**config.mk**
```make
export PLATFORM = sky130hd
export DESIGN_NAME = pet2001_uart232
export DESIGN_NICKNAME = d
export VERILOG_FILES = /design/src/rtl/pet2001_uart_pkg.sv /design/src/rtl/pet2001_uart232_bit_timer.sv /design/src/rtl/pet2001_uart232.sv
export SDC_FILE = /design/constraint.sdc
export NUM_CORES = 1
export LEC_CHECK = 0
export ABC_AREA = 1
export ABC_CLOCK_PERIOD_IN_PS = 2000
export CORE_MARGIN = 4
export CORE_UTILIZATION = 50
export DETAILED_ROUTE_END_ITERATION = 7
export PLACE_DENSITY = 0.69
export SLEW_MARGIN = 10
export SYNTH_ARGS = -nofsm -noshare
export SYNTH_HDL_FRONTEND = slang
export SYNTH_SLANG_ARGS = --single-unit
```
**constraint.sdc**
```tcl
create_clock -name clk -period 2 [get_ports clk]
set_input_delay 0.4 -clock clk [delete_from_list [all_inputs] [get_ports clk]]
set_output_delay 0.4 -clock clk [all_outputs]
set_load 0.01 [all_outputs]
```
**src/rtl/pet2001_uart_pkg.sv**
```systemverilog
// Shared types and constants for the PET 2001 cassette-over-serial UART.
package pet2001_uart_pkg;

    localparam int DATA_BITS   = 8;
    localparam int SYNC_STAGES = 2;

    typedef enum logic [1:0] {
        TX_IDLE,
        TX_START,
        TX_DATA,
        TX_STOP
    } tx_state_t;

    typedef enum logic [2:0] {
        RX_IDLE,
        RX_START,
        RX_DATA,
        RX_STOP,
        RX_BREAK
    } rx_state_t;

endpackage

```
**src/rtl/pet2001_uart232_bit_timer.sv**
```systemverilog
// Loadable down-counter that paces one bit period (or a fraction of one).
// 'expire' is high for the single cycle in which the count sits at 1, so the
// owner acts on the following edge, exactly load_value cycles after loading.
module uart_bit_timer
    import pet2001_uart_pkg::*;
#(
    parameter int CTR_W = 12
) (
    input  logic             clk,
    input  logic             reset,
    input  logic             load,
    input  logic             enable,
    input  logic [CTR_W-1:0] load_value,
    output logic             expire
);

    logic [CTR_W-1:0] count;

    // Load has priority over counting; the count parks at zero when idle.
    always_ff @(posedge clk) begin
        if (reset) begin
            count <= '0;
        end else if (load) begin
            count <= load_value;
        end else if (enable && (count != '0)) begin
            count <= count - CTR_W'(1);
        end
    end

    assign expire = enable && (count == CTR_W'(1));

endmodule

```
**src/rtl/pet2001_uart232.sv**
```systemverilog
// 8N1 RS-232 UART between the PET cassette shifter/FIFO and the serial pins.
// TX and RX are completely independent halves sharing only clock and reset.
module pet2001_uart232
    import pet2001_uart_pkg::*;
#(
    parameter int CLK_DIVIDER = 1302,
    parameter int CTR_W       = 12
) (
    input  logic       clk,
    input  logic       reset,
    output logic       serial_out,
    input  logic       serial_in,
    output logic       write_rdy,
    input  logic [7:0] write_data,
    input  logic       write_strobe,
    output logic [7:0] read_data,
    output logic       read_strobe,
    output logic       frame_err
);

    localparam logic [2:0]       LAST_BIT  = 3'(DATA_BITS - 1);
    localparam logic [CTR_W-1:0] FULL_BIT  = CTR_W'(CLK_DIVIDER);
    localparam logic [CTR_W-1:0] HALF_BIT  = CTR_W'(CLK_DIVIDER / 2);

    // ---------------- transmitter ----------------
    tx_state_t  tx_state;
    logic [7:0] tx_shift;
    logic [2:0] tx_bit_cnt;
    logic       tx_capture;
    logic       tx_load;
    logic       tx_expire;

    assign tx_capture = (tx_state == TX_IDLE) && write_strobe && write_rdy;
    assign tx_load    = tx_capture || (tx_expire && (tx_state != TX_STOP));

    uart_bit_timer #(.CTR_W(CTR_W)) u_tx_timer (
        .clk        (clk),
        .reset      (reset),
        .load       (tx_load),
        .enable     (tx_state != TX_IDLE),
        .load_value (FULL_BIT),
        .expire     (tx_expire)
    );

    // TX framing FSM: serial_out is registered so each bit lasts one full period.
    always_ff @(posedge clk) begin
        if (reset) begin
            tx_state   <= TX_IDLE;
            tx_shift   <= '0;
            tx_bit_cnt <= '0;
            serial_out <= 1'b1;
            write_rdy  <= 1'b1;
        end else begin
            case (tx_state)
                TX_IDLE: begin
                    if (tx_capture) begin
                        tx_shift   <= write_data;
                        serial_out <= 1'b0;
                        write_rdy  <= 1'b0;
                        tx_state   <= TX_START;
                    end
                end
                TX_START: begin
                    if (tx_expire) begin
                        serial_out <= tx_shift[0];
                        tx_shift   <= {1'b0, tx_shift[7:1]};
                        tx_bit_cnt <= '0;
                        tx_state   <= TX_DATA;
                    end
                end
                TX_DATA: begin
                    if (tx_expire) begin
                        if (tx_bit_cnt == LAST_BIT) begin
                            serial_out <= 1'b1;
                            tx_state   <= TX_STOP;
                        end else begin
                            serial_out <= tx_shift[0];
                            tx_shift   <= {1'b0, tx_shift[7:1]};
                        end
                        tx_bit_cnt <= tx_bit_cnt + 3'd1;
                    end
                end
                TX_STOP: begin
                    if (tx_expire) begin
                        write_rdy <= 1'b1;
                        tx_state  <= TX_IDLE;
                    end
                end
                default: tx_state <= TX_IDLE;
            endcase
        end
    end

    // ---------------- receiver ----------------
    logic [SYNC_STAGES-1:0] rx_sync;
    logic                   rx_s;
    rx_state_t              rx_state;
    logic [7:0]             rx_shift;
    logic [2:0]             rx_bit_cnt;
    logic                   rx_load;
    logic [CTR_W-1:0]       rx_load_value;
    logic                   rx_expire;
    logic                   rx_timing;

    // Two-flop synchroniser; the line idles high so the flops reset high.
    always_ff @(posedge clk) begin
        if (reset) begin
            rx_sync <= '1;
        end else begin
            rx_sync <= {rx_sync[SYNC_STAGES-2:0], serial_in};
        end
    end

    assign rx_s      = rx_sync[SYNC_STAGES-1];
    assign rx_timing = (rx_state == RX_START) || (rx_state == RX_DATA) ||
                       (rx_state == RX_STOP);

    // Half a period to the middle of the start bit, then full periods per bit.
    always_comb begin
        rx_load       = 1'b0;
        rx_load_value = FULL_BIT;
        case (rx_state)
            RX_IDLE: begin
                rx_load       = !rx_s;
                rx_load_value = HALF_BIT;
            end
            RX_START: rx_load = rx_expire && !rx_s;
            RX_DATA:  rx_load = rx_expire;
            default:  rx_load = 1'b0;
        endcase
    end

    uart_bit_timer #(.CTR_W(CTR_W)) u_rx_timer (
        .clk        (clk),
        .reset      (reset),
        .load       (rx_load),
        .enable     (rx_timing),
        .load_value (rx_load_value),
        .expire     (rx_expire)
    );

    // RX framing FSM: samples mid-bit, reports good bytes or a one-shot framing error.
    always_ff @(posedge clk) begin
        if (reset) begin
            rx_state    <= RX_IDLE;
            rx_shift    <= '0;
            rx_bit_cnt  <= '0;
            read_data   <= '0;
            read_strobe <= 1'b0;
            frame_err   <= 1'b0;
        end else begin
            read_strobe <= 1'b0;
            frame_err   <= 1'b0;
            case (rx_state)
                RX_IDLE: begin
                    if (!rx_s) begin
                        rx_state <= RX_START;
                    end
                end
                RX_START: begin
                    if (rx_expire) begin
                        if (rx_s) begin
                            rx_state <= RX_IDLE;
                        end else begin
                            rx_bit_cnt <= '0;
                            rx_state   <= RX_DATA;
                        end
                    end
                end
                RX_DATA: begin
                    if (rx_expire) begin
                        rx_shift   <= {rx_s, rx_shift[7:1]};
                        rx_bit_cnt <= rx_bit_cnt + 3'd1;
                        if (rx_bit_cnt == LAST_BIT) begin
                            rx_state <= RX_STOP;
                        end
                    end
                end
                RX_STOP: begin
                    if (rx_expire) begin
                        if (rx_s) begin
                            read_data   <= rx_shift;
                            read_strobe <= 1'b1;
                            rx_state    <= RX_IDLE;
                        end else begin
                            frame_err <= 1'b1;
                            rx_state  <= RX_BREAK;
                        end
                    end
                end
                RX_BREAK: begin
                    if (rx_s) begin
                        rx_state <= RX_IDLE;
                    end
                end
                default: rx_state <= RX_IDLE;
            endcase
        end
    end

endmodule

```
==> After elaboration in Yosys (flattened, before gate mapping) <==
Cells that the tools add are included.
{ "word_totals": {"reg_bits": 65, "output_inout_bits": 12, "word_cells": 122} }
{ "op_classes": {"n_addsub": 4, "n_eq_ne": 25, "n_mux": 42, "n_bitwise": 2, "n_reduce_logical": 34} }
{ "op_table": {"columns": ["cell", "n"], "rows": [
  ["two-way mux 3 bit", 12],
  ["two-way mux 11 bit", 3],
  ["two-way mux 8 bit", 4],
  ["!= test 2 bit (second input constant)", 13],
  ["== test 12 x 1 -> 1 bit (second input constant)", 2],
  ["two-way mux 12 bit", 2],
  ["one-hot mux 8 bit (3 select lines)", 1],
  ["nonzero test 12 bit", 2],
  ["subtractor 12 x 1 -> 12 bit (second input constant)", 2],
  ["one-hot mux 3 bit (5 select lines)", 1],
  ["two-way mux 2 bit", 6],
  ["one-hot mux 3 bit (2 select lines)", 2],
  ["nonzero test 2 bit", 6],
  ["AND reduction 5 bit", 2],
  ["== test 3 bit (second input constant)", 3],
  ["AND reduction 3 bit", 3],
  ["logical AND 1 bit", 8],
  ["one-hot mux 2 bit (4 select lines)", 1],
  ["AND reduction 4 bit", 2],
  ["two-way mux 1 bit", 7],
  ["adder 3 x 1 -> 3 bit (second input constant)", 2],
  ["== test 3 x 2 -> 1 bit (second input constant)", 2],
  ["one-hot mux 1 bit (3 select lines)", 2],
  ["AND reduction 6 bit", 1],
  ["14 further kinds", 18]
]} }

==> Depth between registers and ports, before layout <==
{ "logic_depth": {"depth_word": 7, "ltp_mapped": 11, "ltp_nobuf": 11} }

==> By module <==
Synthesis repeated with hierarchy kept, for this count alone.
{ "unflattened": {"cells_unflattened": 574, "area_unflattened_um2": 3728.6} }
{ "by_module_without_submodules": {"columns": ["module", "instances", "cells_each", "area_per_inst_um2"], "rows": [
  ["pet2001_uart232", 1, 274, 1974.4],
  ["uart_bit_timer", 2, 150, 877.1]
]} }

==> Least setup slack after synthesis <==
Ideal clock, no wire load.
{ "synth_timing": {"path_type": "register to register", "start": "register tx_state[0]", "end": "register tx_shift[7]", "setup_time_ps": 128, "arrival_ps": 1488, "slack_ps": 385, "path_stages_with_launch": 11, "synth_period_minus_slack_ps": 1615, "cell_sequence": "dfxtp_1 -> inv_1 -> ha_1 -> inv_1 -> nand2_1 -> nor2_1 -> nand2_1 -> nand2_2 -> nand3_2 -> o21ai_0 -> nor2_1"} }
{ "synth_via": {"elab_chain_len": 5, "elab_cells_between_ends": 14, "classes_between": "eq/ne (6); mux (1); reduce/logical (7)"} }
{ "synth_lines": {"columns": ["element", "line", "rtl"], "rows": [
  ["from (decl)", "pet2001_uart232.sv:26", "tx_state_t tx_state;"],
  ["from (signal assigned)", "pet2001_uart232.sv:48", "tx_state <= TX_IDLE;"],
  ["from (signal assigned)", "pet2001_uart232.sv:60", "tx_state <= TX_START;"],
  ["from (signal assigned)", "pet2001_uart232.sv:68", "tx_state <= TX_DATA;"],
  ["logical NOT 2 bit", "pet2001_uart232.sv:33, pet2001_uart232.sv:54", null],
  ["logical AND 1 bit (2 in a row)", "pet2001_uart232.sv:33", "assign tx_capture = (tx_state == TX_IDLE) && write_strobe && write_rdy;"],
  ["!= test 2 bit (no source line)", null, null],
  ["AND reduction 5 bit (no source line)", null, null],
  ["to (signal assigned)", "pet2001_uart232.sv:57", "tx_shift <= write_data;"],
  ["to (signal assigned)", "pet2001_uart232.sv:66", "tx_shift <= {1'b0, tx_shift[7:1]};"],
  ["to (signal assigned)", "pet2001_uart232.sv:78", "tx_shift <= {1'b0, tx_shift[7:1]};"],
  ["to (decl)", "pet2001_uart232.sv:27", "logic [7:0] tx_shift;"]
]} }
Parallel ways exist; a longest one is shown, timed or not.
A chain may end at the register's enable or synchronous reset.

==> Final worst setup path <==
{ "layout_timing": {"start": "register u_tx_timer.count[0]", "end": "register u_tx_timer.count[1]"} }
{ "layout_via": {"elab_chain_len": 5, "elab_cells_between_ends": 10, "classes_between": "add/sub (1); eq/ne (1); mux (2); reduce/logical (6)"} }
{ "layout_lines": {"columns": ["element", "line", "rtl"], "rows": [
  ["from (decl)", "pet2001_uart232_bit_timer.sv:17", "logic [CTR_W-1:0] count;"],
  ["from (signal assigned)", "pet2001_uart232_bit_timer.sv:24", "count <= load_value;"],
  ["from (signal assigned)", "pet2001_uart232_bit_timer.sv:26", "count <= count - CTR_W'(1);"],
  ["parallel branches: the longest is 5 deep, another holds subtractor 12 x 1 -> 12 bit", null, null]
]} }
Parallel ways; which one is timed is not known. The select of a mux whose other input is x is not followed.

==> reports/metrics.cfg <==
[global_routing]
antenna_found_initial = 0
overflow = 0
grt_pass1_vias = 3040
grt_max_degree = 30
grt_usage_pct = 18.8
grt_pass1_wl_um = 13100

[worst_setup_path]
path_cells = inv_1, ha_1, nand2_1, nor2_1, nand2_1, nand2_1, inv_2, nor2_1, o21ai_0, inv_1
cp-start-kind = flip-flop
crit_buf_inv = 3
rr_startpoint = u_tx_timer.count[0]$_SDFFE_PP0P_
critPathCapture = u_tx_timer.count[1]$_SDFFE_PP0P_
critical-path-top-delay-family = simple AND/OR/NAND/NOR gates
critPathSlowestCell = dfxtp_1
worst_path_most_repeated_cell = nand2_1
cp.required_ps = 2240
crit_fanout = 10
path_class = flip-flop to flip-flop
r2r_slack_ps = 160
slowest_delay_ps = 440
crit_path_start = u_tx_timer.count[0]$_SDFFE_PP0P_
path_depth = 10
arrival_ps = 2080
reg2reg_depth = 10
rr_endpoint = u_tx_timer.count[1]$_SDFFE_PP0P_
end_kind = flip-flop

[hold_path]
min_path_cells = 1
min_path_type = flip-flop to flip-flop
hp-start = rx_sync[0]$_SDFF_PP1_

[logic_synthesis]
yosys_warnings = 0
synth.distinct_cells = 38
ys_seq_elements = 65
syn_inst = 505
syn_nets = 531
avgSynthCellArea_um2 = 6.90
yosysSeqAreaShare_pct = 37.4
synth.cell_area_um2 = 3480

[route]
viasPerCell = 5.09
ant_nets = 0
firstDrtPassIters = 4
drcViolationCount = 0
vias = 3248
wire_per_inst_um = 11.3
drt_iter0_drc = 137
wl_um = 7220

[timing]
timing.hold.ws_ps = 418
period_minus_slack_ps = 1840
rsz0062_at_grt = no
tns_ps = 0
layout_setup_ws_ps = 158
setup_violations = 0
finalMaxSlewViolations = 0
tightest_slew_ps = 407
slew-limit-headroom_pct = 72.7
fin_crit_sh_pct = 92.1
finalHoldViolCount = 0
fmax_mhz = 543
worst_clock_skew_ps = 9.38

[floorplanning]
die_y_um = 91.5
start_util_pct = 51.3
die_w_um = 91.5
core_region_area_um2 = 6790
ioPinCount = 24
rows = 30
dieArea_um2 = 8370

[status]
outcome = finished, final reports clean

[finish]
final_cell_mix = 110 x nand2_1, 93 x nor2_1, 65 x dfxtp_1, 39 x inv_1, 38 x a21oi_1
drive_above_1_share_pct = 10.5
final_area_um2 = 4030
final_core_util_pct = 59.3
layout_commonest_cell = nand2_1
nets = 563
stdcell_count = 638
area_delta_synth_final_pct = 15.7
diodes = 0

[place]
placed_area_um2 = 3820
place_inst = 620
dpl.hpwl_um = 5270
gp_congestion = 0.855
dp_slack_ps = 83.9
portBuffers = 23

[pwr]
switching_share_pct = 46.5
p_int_mw = 3.35
clkPwrFrac_pct = 16.0
p_seq_share_pct = 29.9
power.leakage_nw = 1.81
peakVddDrop_mv = 0.642
p_comb_share_pct = 54.0
total_power_mw = 6.26
pwr_density_cell_nw_per_um2 = 1550
p_sw_mw = 2.91

[job]
drv_cap = 0

[clock_tree]
clkSlewWorstSetupHoldPaths_ps = 80
cts_sinks = 65
clockBufferDepth = 2
clk_latency_ps = 350
htree_levels = 3
numCtsBuffers = 9
cts_tree = done
root_buffer = clkbuf_8

power groups by stage:
stage	Sequential (mW)	Combinational [mW]	Clock [mW]
after floorplan	1.84	2.62	0
after global routing	1.92	3.91	1.09
final	1.87	3.38	1.00
after CTS	1.87	3.30	1.04
after global placement	1.89	3.21	0
after detailed placement	1.90	3.28	0
synth_stat cells (all sizes together):
| cell type | number | area share [%] |
|---|---|---|
| o21ai | 34 | 5.0 |
| xnor2 | 4 | 1.0 |
| o21bai | 1 | 0.22 |
| a21oi | 39 | 5.7 |
| o21a | 3 | 0.65 |
| nor3 | 11 | 1.9 |
| o2bb2ai | 1 | 0.25 |
| clkbuf | 6 | 0.65 |
| nand2 | 120 | 14 |
| nor2 | 99 | 12 |
| nand4 | 12 | 2.2 |
| ha | 14 | 5.0 |
| a31oi | 2 | 0.36 |
| or2 | 2 | 0.36 |
| nand3b | 1 | 0.22 |
| nand3 | 29 | 5.1 |
| buf | 5 | 1.2 |
| xor2 | 6 | 1.5 |
| dfxtp | 65 | 37 |
| inv | 45 | 4.8 |
| a21boi | 1 | 0.22 |
| and2 | 1 | 0.18 |
| o211ai | 1 | 0.22 |
| nor4 | 1 | 0.18 |
| clkinv | 2 | 0.22 |
sequential cells by signal (all words and copies together) (netlist names):
name              flops
write_rdy             1
read_data             8
frame_err             1
rx_sync               2
rx_shift              8
u_tx_timer.count     12
read_strobe           1
u_rx_timer.count     12
tx_bit_cnt            3
tx_state              2
rx_state              3
rx_bit_cnt            3
tx_shift              8
serial_out            1
metal layers:
metal | wire, µm | share of wire, % | GRT usage [%] | up-vias
li1 | - | - | - | 1707
met1 | 3470 | 48 | 24.0 | 1474
met2 | 3350 | 46 | 29.9 | 53
met3 | 267 | 3.7 | 4.23 | 14
met4 | 132 | 1.8 | 8.67 | 0
met5 | 0 | 0 | 0 | -
what timing repair did:
action	4_1_cts	5_1_grt
resized for setup	0	4
setup buffers	0	2
endpoints found under the setup margin	0	12
hold buffers	0	0
worst min path at each step:
stage / endpoint
after floorplan: rx_sync[1]$_SDFF_PP1_
after global placement: rx_sync[1]$_SDFF_PP1_
after detailed placement: rx_sync[1]$_SDFF_PP1_
after CTS: rx_sync[1]$_SDFF_PP1_
after global routing: rx_sync[1]$_SDFF_PP1_
final: rx_sync[1]$_SDFF_PP1_
layout make-up:
class	instances	area (µm²)
Clock buffer	9	124
Clock inverter	7	52.6
Fill cell	665	2760
Inverter	47	176
Multi-Input combinational cell	382	1960
Sequential cell	65	1300
Tap cell	96	120
Timing Repair Buffer	32	298
cell families after synthesis:
group,synth area share [%]
AOI/OAI and AO/OA,12.6
adders and majority gates,5.03
and+or+nand+nor,35.6
buffers and inverters,6.93
xor gates and xnor gates,2.51
DFF,37.4
No activity file was read; power rests on OpenSTA's default activity.
